### src/rtl/pc_gen.sv
// rtl/pc_gen.sv - fetch-group PC generator with prioritised redirects and a pending-redirect latch
module pc_gen #(
    parameter int                 ADDR_W      = 32,
    parameter logic [ADDR_W-1:0]  RESET_PC    = 32'hbfc0_0000,
    parameter int                 FETCH_BYTES = 8
) (
    input  logic              clk,
    input  logic              rst_n,
    input  logic              stall,
    input  logic              fetch_ready,
    output logic              fetch_valid,
    output logic [ADDR_W-1:0] fetch_pc,
    output logic              fetch_adel,
    input  logic              exc_valid,
    input  logic [ADDR_W-1:0] exc_pc,
    input  logic              br_valid,
    input  logic [ADDR_W-1:0] br_pc,
    input  logic              pred_valid,
    input  logic [ADDR_W-1:0] pred_pc,
    output logic              redir_pend
);

    localparam logic [ADDR_W-1:0] GRP_MASK = ADDR_W'(FETCH_BYTES - 1);
    localparam logic [ADDR_W-1:0] GRP_STEP = ADDR_W'(FETCH_BYTES);

    logic [ADDR_W-1:0] pc_q, pc_d;
    logic              vld_q;
    logic              pend_q, pend_d;
    logic              pend_exc_q, pend_exc_d;
    logic [ADDR_W-1:0] pend_pc_q, pend_pc_d;

    logic              fire;
    logic              redir_hit;
    logic [ADDR_W-1:0] redir_pc;
    logic [ADDR_W-1:0] seq_pc;

    assign fetch_pc    = pc_q;
    assign fetch_valid = vld_q & ~stall;
    assign fetch_adel  = |pc_q[1:0];
    assign redir_pend  = pend_q;
    assign fire        = fetch_valid & fetch_ready;
    assign seq_pc      = (pc_q & ~GRP_MASK) + GRP_STEP;

    // Incoming beats pending within a class; exc beats br across classes.
    always_comb begin
        redir_hit = 1'b1;
        redir_pc  = pend_pc_q;
        if (exc_valid) begin
            redir_pc = exc_pc;
        end else if (pend_q && pend_exc_q) begin
            redir_pc = pend_pc_q;
        end else if (br_valid) begin
            redir_pc = br_pc;
        end else if (pend_q) begin
            redir_pc = pend_pc_q;
        end else begin
            redir_hit = 1'b0;
        end
    end

    always_comb begin
        pc_d       = pc_q;
        pend_d     = pend_q;
        pend_exc_d = pend_exc_q;
        pend_pc_d  = pend_pc_q;
        if (!stall) begin
            if (redir_hit) begin
                pc_d   = redir_pc;
                pend_d = 1'b0;
            end else if (fire) begin
                pc_d = pred_valid ? pred_pc : seq_pc;
            end
        end else if (exc_valid) begin
            pend_d     = 1'b1;
            pend_exc_d = 1'b1;
            pend_pc_d  = exc_pc;
        end else if (br_valid && !(pend_q && pend_exc_q)) begin
            pend_d     = 1'b1;
            pend_exc_d = 1'b0;
            pend_pc_d  = br_pc;
        end
    end

    always_ff @(posedge clk or negedge rst_n) begin
        if (!rst_n) begin
            pc_q       <= RESET_PC;
            vld_q      <= 1'b0;
            pend_q     <= 1'b0;
            pend_exc_q <= 1'b0;
            pend_pc_q  <= '0;
        end else begin
            pc_q       <= pc_d;
            vld_q      <= 1'b1;
            pend_q     <= pend_d;
            pend_exc_q <= pend_exc_d;
            pend_pc_q  <= pend_pc_d;
        end
    end

endmodule

### config.mk
export PLATFORM = sky130hd
export DESIGN_NAME = pc_gen
export DESIGN_NICKNAME = d
export VERILOG_FILES = /design/src/rtl/pc_gen.sv
export SDC_FILE = /design/constraint.sdc
export NUM_CORES = 1
export LEC_CHECK = 0
export CORE_UTILIZATION = 34
export DETAILED_ROUTE_END_ITERATION = 7
export HOLD_SLACK_MARGIN = 0.06
export PLACE_DENSITY_LB_ADDON = 0.05
export SLEW_MARGIN = 25
export SYNTH_ARGS = -nofsm -noshare
export SYNTH_HDL_FRONTEND = slang
export SYNTH_SLANG_ARGS = --single-unit
export TNS_END_PERCENT = 30
### constraint.sdc
create_clock -name clk -period 2.6 [get_ports clk]
set_input_delay 0.78 -clock clk [delete_from_list [all_inputs] [get_ports clk]]
set_output_delay 0.78 -clock clk [all_outputs]
set_load 0.005 [all_outputs]
* Word level (Yosys, flattened, before mapping) *
Cells that the tools add are included.

storage, ports and cells
  flip-flop bits (word level) = 67
  logic and storage cells = 38

operators by class
  add/subtract/negate cells = 1
  muxes and demuxes = 18
  bitwise operators = 3
  equal/unequal tests = 1
  reduce and logical (&&, ||, !) cells = 10

operator list
  operator                                                          number
  32-bit two-way mux                                                8
  32-bit by 4-bit adder with 32-bit output (second input constant)  1
  1-bit two-way mux                                                 10
  2-bit AND reduction                                               3
  2-bit nonzero test                                                3
  3-bit by 1-bit != test with 1-bit output (second input constant)  1
  1-bit AND                                                         2
  1-bit logical AND                                                 2
  2-bit OR reduction                                                1
  1-bit logical NOT                                                 1
  1-bit inverter                                                    1

* Logic depth before layout (Yosys ltp) *
Gate-level depths: netlist (run 1).

  depth in word-level cells = 6
  gate-level depth with buffers = 8

* Worst setup path before layout (run 1) *
Ideal clock, no wire load.

  path kind = input-to-reg
  start = in exc_valid
  end = reg pc_q[4], in the netlist fetch_pc[4]
  buffers on the path = 4
  path slack = 0.271 ns
  library setup time = 0.135 ns
  stages on the path = 7
  arrival time = 2.194 ns
  required time = 2.465 ns
  cell sequence = clkbuf_1 -> nor3_1 -> clkbuf_1 -> a21o_1 -> buf_2 -> clkbuf_1 -> o21ai_0

on the way
  longest elaborated chain between the ends = 3

ends and longest elaborated chain
  what                                  RTL line  text
  from (decl)                           14        input logic exc_valid,
  1-bit two-way mux                     48        if (exc_valid) begin
  2-bit nonzero test (no source line)   n/a
  2-bit AND reduction (no source line)  n/a
  to (signal assigned)                  92        pc_q <= pc_d;
  to (decl)                             26        logic [ADDR_W-1:0] pc_q, pc_d;

Several ways; a longest one is shown, not always the timed one.
A chain may end at the register's enable or synchronous reset.

* Worst setup path after layout (run 1) *
  start = in stall
  end = out fetch_valid

on the way
  longest elaborated chain between the ends = 2

ends and longest elaborated chain
  what                             RTL line  text
  from (decl)                      9         input logic stall,
  1-bit inverter (no source line)  n/a
  1-bit AND                        38        assign fetch_valid = vld_q & ~stall;
  to (decl)                        11        output logic fetch_valid,

Every way passes these cells.

==> results of run 1 <==
==> worst max-delay path by stage <==
stage	startpoint	end	slack (ns)	cells after the start
final	stall	fetch_valid	0.12	3
after global routing	stall	fetch_valid	0.07	3
after CTS	stall	fetch_valid	0.13	3
after detailed placement	stall	fetch_valid	-0.14	3
after global placement	stall	fetch_valid	-0.17	3
after floorplan	exc_valid	fetch_pc[4]	0.27	7
==> per-layer routing <==
layer | global-route usage (%) | wire (µm) | vias up
met1 | 35.1 | 7660 | 2228
met2 | 32.5 | 6440 | 213
met3 | 5.11 | 1200 | 19
met4 | 7.14 | 247 | 0
li1 | - | - | 2355
met5 | 0 | 0 | -
==> worst register-to-register path, delay by kind of cell (launching register included) <==
family	cells	cell delay [ns]
flops	1	0.43
simple gates	3	0.72
fa+ha+maj	1	0.27
compound gates	2	0.71
==> sequential cells by signal (all words and copies together) (netlist names) <==
name        flops
fetch_pc       32
pend_exc_q      1
pend_pc_q      32
redir_pend      1
vld_q           1
==> per-stage QoR <==
step | instance area, µm² | TNS (ns) | setup WS (ns)
6_report | 6700 | 0 | 0.124
5_1_grt | 6700 | 0 | 0.0726
4_1_cts | 6700 | 0 | 0.127
3_5_place_dp | 6430 | -0.659 | -0.142
3_3_place_gp | 6430 | -0.241 | -0.168
2_1_floorplan | 4530 | 0 | 0.271
==> layout make-up <==
class	instances	area [µm²]
fillers	1234	6120
multi-input cells	442	2680
repair buffers	190	1820
flip-flops and latches	67	1690
clock buffers	14	264
well taps	172	215
inverters	8	30.0
clock inverters	2	10.0
==> Yosys cell counts (2+ instances only) <==
| cell type | count |
|---|---|
| xor2_1 | 3 |
| nor4_1 | 4 |
| clkbuf_1 | 33 |
| nor2b_1 | 2 |
| clkbuf_2 | 2 |
| a21o_1 | 2 |
| o311ai_0 | 2 |
| dfrtp_1 | 58 |
| nor2_1 | 25 |
| nor3_1 | 14 |
| and3_1 | 5 |
| or2_2 | 2 |
| a211oi_1 | 2 |
| a221oi_1 | 10 |
| o22ai_1 | 10 |
| a21oi_1 | 30 |
| xnor2_1 | 6 |
| o31a_1 | 4 |
| mux2i_1 | 53 |
| o21ai_0 | 69 |
| dfstp_2 | 9 |
| and2_1 | 2 |
| a31oi_1 | 5 |
| a32oi_1 | 2 |
| nand2_1 | 109 |
| mux2_2 | 3 |
| or3_1 | 3 |
| a311oi_1 | 5 |
| buf_1 | 4 |
| buf_2 | 3 |
| o32a_1 | 3 |
| nand2b_1 | 7 |
| nand4_1 | 7 |
| nand3_1 | 28 |
| or4_1 | 2 |
| nor3b_1 | 3 |
| inv_1 | 8 |
| o211ai_1 | 2 |
==> what timing repair did <==
item | in CTS | in global routing
resized for setup | 1 | 0
hold buffers | 0 | 0
endpoints found under the setup margin | 1 | 0
==> kinds of logic (layout without fill, tap and decap cells) <==
| group | Yosys count | after routing |
|---|---|---|
| adder cells (fa/ha/maj) | 1 | 1 |
| AND/OR/NAND/NOR | 218 | 218 |
| XOR/XNOR | 9 | 9 |
| flip-flops | 67 | 67 |
| buffers and inverters | 50 | 214 |
| AO/OA/AOI/OAI | 157 | 157 |
| multiplexers | 56 | 56 |
| other | 1 | 1 |
==> power breakdown <==
group	switching, mW	internal (mW)
combinational	0.482	0.594
clock	0.458	0.695
sequential	0.185	1.23
total	1.13	2.51
==> results.cfg, run 1 <==
[synthesis]
async_flop_share_pct = 100
ys_top_cells_by_area = dfrtp_1 32%, mux2i_1 12%, nand2_1 9.0%, o21ai_0 7.6%, dfstp_2 5.2%
synth_top_family_by_area = simple AND/OR/NAND/NOR gates
avgSynthCellArea_um2 = 8.10
synth-edff-count = 0
synth_compound_area_share_pct = 21.3
synth.top_cell.area_share_pct = 32.0
ys_types = 56
yosysWarnings = 0
synth_largest_area_cell = dfrtp_1
syn-num-nets = 663
synth-simple-area-share_pct = 22.6
synth-seq-cells = 67
synth_top_flop_cell = dfrtp_1
synthAdderAreaFrac_pct = 0.276
syn_area_um2 = 4530
synthMuxAreaShare_pct = 12.5
syn_inst = 559
ys_seq_area_share_pct = 37.3
synth_xor_area_share_pct = 1.74

[grt]
antenna_found_initial = 0
grt_overflow = 0
grt_pass1_vias = 4553
gr-usage-all-layers_pct = 23.3
grt_max_degree = 35
grt_pass1_wl_mm = 25.0

[cts]
htreeDepth = 3
clock_latency_ns = 0.34
cts.sinks = 67
post_cts_buffers = 0
cts_buffer_depth = 2
root_buffer = clkbuf_16
cts_tree = built
clk_pin_slew_ns = 0.06
numCtsBuffers = 9

[floorplanning]
fp-row-count = 41
die_height_um = 117
start_util_pct = 35.3
core_um2 = 12800
dieArea_um2 = 13800
fp.dieW_um = 117
io-pin-count = 138

[detailed_routing]
drt-vias-per-instance = 5.38
via_count = 4815
drt-initial-drc-count = 467
wl_mm = 15.6
wl_per_cell_um = 17.4
dr.pass1.iters = 5
drc = 0
final_antenna_net_count = 0

[timing]
slew_headroom_pct = 60.0
slew_violations = 0
setup_viol = 0
clock.fmax_mhz = 404
period_minus_slack_ns = 2.48
worstMarginPinSlew_ns = 0.599
rsz0062_at_grt = false
fin_skew_ns = 0.00681
hold_viol = 0
fin_crit_sh_pct = 95.2
holdWs_ns = 0.446

[run]
drv_cap = 0

[layout]
fin_util_pct = 52.3
fin_cells = 895
drive_gt1_share_pct = 12.6
nets = 822
final_cell_mix = 134 x clkdlybuf4s50_1, 109 x nand2_1, 69 x o21ai_0
mostFrequentLayoutCell = clkdlybuf4s50_1
antenna_cells = 0
syn_to_final_growth_pct = 48.0

[setup_path]
arrival_ns = 1.70
reg2reg_slack_ns = 0.38
regToRegEndpoint = fetch_pc[29]
start_kind = input port
crit_buf_inv = 2
crit_chain = clkdlybuf4s50_1 -> nor2b_1 -> dlygate4sd2_1
worstPathMaxFanout = 2
critPathMaxStageDelay_ns = 0.46
endpoint_kind = output port
crit_type = input port to output port
critPathSlowestCell = clkdlybuf4s50_1
required_ns = 1.82
reg2regPathDepth = 6
crit_family = buffers and inverters
worstReg2RegStart = fetch_pc[3]

[place]
gp_congestion = 0.876
port_buffers = 137
dp_cells = 879
dp_hpwl_mm = 11.9

[power_and_ir_drop]
total_power_mw = 3.64
powerDensity_nw_per_um2 = 543
p_leak_nw = 2.79
ir_worst_vdd_uv = 357

[status]
status = finished clean

[min_path]
hp-class = input port to asynchronous set/reset pin
Power figures use the tool's default switching activity.
==> inputs of run 2 (changes only) <==
--- a/config.mk
+++ b/config.mk
@@ -6,6 +6,7 @@
 export NUM_CORES = 1
 export LEC_CHECK = 0
 export CORE_UTILIZATION = 34
+export CTS_CLUSTER_SIZE = 25
 export DETAILED_ROUTE_END_ITERATION = 7
 export HOLD_SLACK_MARGIN = 0.06
 export PLACE_DENSITY_LB_ADDON = 0.05
==> results of run 2 <==
Same layout as run 1: the final DEF is identical, and so are final timing and power.
==> inputs of run 3 (changes only) <==
--- a/config.mk
+++ b/config.mk
@@ -5,6 +5,7 @@
 export SDC_FILE = /design/constraint.sdc
 export NUM_CORES = 1
 export LEC_CHECK = 0
+export CORE_ASPECT_RATIO = 1.75
 export CORE_UTILIZATION = 34
 export CTS_CLUSTER_SIZE = 25
 export DETAILED_ROUTE_END_ITERATION = 7
==> run 3 against run 2 <==
  * Routed wire length up 13%
  * Cell area grew 1.3%
  * Maximum frequency up 4.4%
  * Register-to-register slack better by 0.03 ns
  * Flip-flop and latch count did not move
  * First-iteration DRC count is 45% lower
  * Count of clock-buffer cells in the layout shrank 3
  * Total power up 6.6%
  * Largest power group unchanged
  * Clock skew hardly changed
  * Via count increased by 0.93%
==> results.cfg, run 3 (synthesis gave the netlist of run 1 again) <==
[status]
status = finished clean

[floorplanning]
dieArea_um2 = 13800
start_util_pct = 35.0
fp-row-count = 55
die_height_um = 155
core_um2 = 12900
fp.dieW_um = 89.3
io-pin-count = 138

[cts]
root_buffer = clkbuf_16
cts.sinks = 67
clock_latency_ns = 0.33
htreeDepth = 3
clk_pin_slew_ns = 0.06
numCtsBuffers = 9
cts_tree = built
post_cts_buffers = 0
cts_buffer_depth = 2

[setup_path]
endpoint_kind = output port
crit_family = buffers and inverters
arrival_ns = 1.59
crit_chain = clkdlybuf4s50_1 -> nor2b_1 -> dlygate4sd2_1
required_ns = 1.82
reg2reg_slack_ns = 0.41
start_kind = input port
critPathSlowestCell = clkdlybuf4s50_1
critPathMaxStageDelay_ns = 0.42
crit_type = input port to output port
worstPathMaxFanout = 2
crit_buf_inv = 2

[detailed_routing]
dr.pass1.iters = 5
drt-initial-drc-count = 255
via_count = 4860
wl_mm = 17.6
wl_per_cell_um = 19.7
drc = 0
final_antenna_net_count = 0
drt-vias-per-instance = 5.43

[timing]
finalWorstSetupSlack_ns = 0.228
slew_violations = 0
period_minus_slack_ns = 2.37
fin_skew_ns = 0.00662
setup_viol = 0
clock.fmax_mhz = 422
hold_viol = 0
rsz0062_at_grt = false
fin_crit_sh_pct = 91.2

[place]
port_buffers = 137
preCtsSetupSlack_ns = -0.0870
dp_hpwl_mm = 13.5
place_area_um2 = 6460
gp_congestion = 0.865

[power_and_ir_drop]
total_power_mw = 3.88
ir_worst_vdd_uv = 370
powerDensity_nw_per_um2 = 571
p_leak_nw = 2.84

[run]
drv_cap = 0

[grt]
grt_overflow = 0
gr-usage-all-layers_pct = 26.8
grt_pass1_wl_mm = 27.1
grt_pass1_vias = 4923
antenna_found_initial = 0
grt_max_degree = 68

[layout]
final_area_um2 = 6790
drive_gt1_share_pct = 13.1
syn_to_final_growth_pct = 49.8
nets = 823
final_cell_mix = 134 x clkdlybuf4s50_1, 109 x nand2_1, 69 x o21ai_0
antenna_cells = 0
mostFrequentLayoutCell = clkdlybuf4s50_1

[min_path]
hp-class = input port to asynchronous set/reset pin
-- run 3: cell count changes in the layout (fill, tap and decap cells not counted) --
cell       previous run  this run
clkinv_2              2         3
buf_4                48        47
bufinv_16             0         2
clkbuf_1              3         0
buf_12                5         7
-- run 3: path summary, 6_finish.rpt --
kind / startpoint / to / depth (start not counted)
min reg2reg: pend_pc_q[2] / pend_pc_q[2] / 2
max in group asynchronous: rst_n / fetch_pc[22] / 2
min in group clk: pend_pc_q[2] / pend_pc_q[2] / 2
max reg2reg: fetch_pc[6] / fetch_pc[24] / 5
max: stall / fetch_valid / 3
min: rst_n / fetch_pc[21] / 2
-- run 3: repair_timing --
action / CTS / global route
setup endpoints to repair: 1 / 0
hold endpoints to repair: 0 / 0
hold buffers: 0 / 0
gates resized for setup: 1 / 0
-- run 3: area by class of cell --
cell class              instances  area (µm²)
repair buffers                191        1850
inverters                       8        30.0
fillers                      1306        6150
flip-flops and latches         67        1690
clock buffers                  11         253
multi-input cells             442        2680
clock inverters                 5        75.1
well taps                     171         214
-- run 3: per-layer routing --
layer | vias to the layer above | part of all wire [%] | global-route usage, %
met5 | - | 0 | 0
li1 | 2351 | - | -
met2 | 139 | 54 | 48.4
met3 | 46 | 3.5 | 4.27
met4 | 0 | 6.3 | 16.2
met1 | 2324 | 36 | 28.0
-- run 3: where the power goes --
part           switching (mW)  internal [mW]
clock network           0.471          0.887
logic                   0.498          0.604
registers               0.195           1.22
total                    1.16           2.72
-- run 3: worst register-to-register path: stages (launching register included) --
cell      delay (ns)
dfrtp_1         0.51
nand4_4         0.23
or4_4           0.61
or4_1           0.41
a311oi_1        0.27
nor3_1          0.09
-- run 3: through the flow --
stage          TNS [ns]  std cells  hold slack (ns)  utilization (%)
6_report              0        895            0.468             52.5
5_1_grt               0        895            0.487             52.5
4_1_cts               0        895            0.476             52.5
3_5_place_dp     -0.271        879            0.472             50.0
3_3_place_gp     -0.127        879            0.461             50.0
2_1_floorplan         0        559            0.446                -
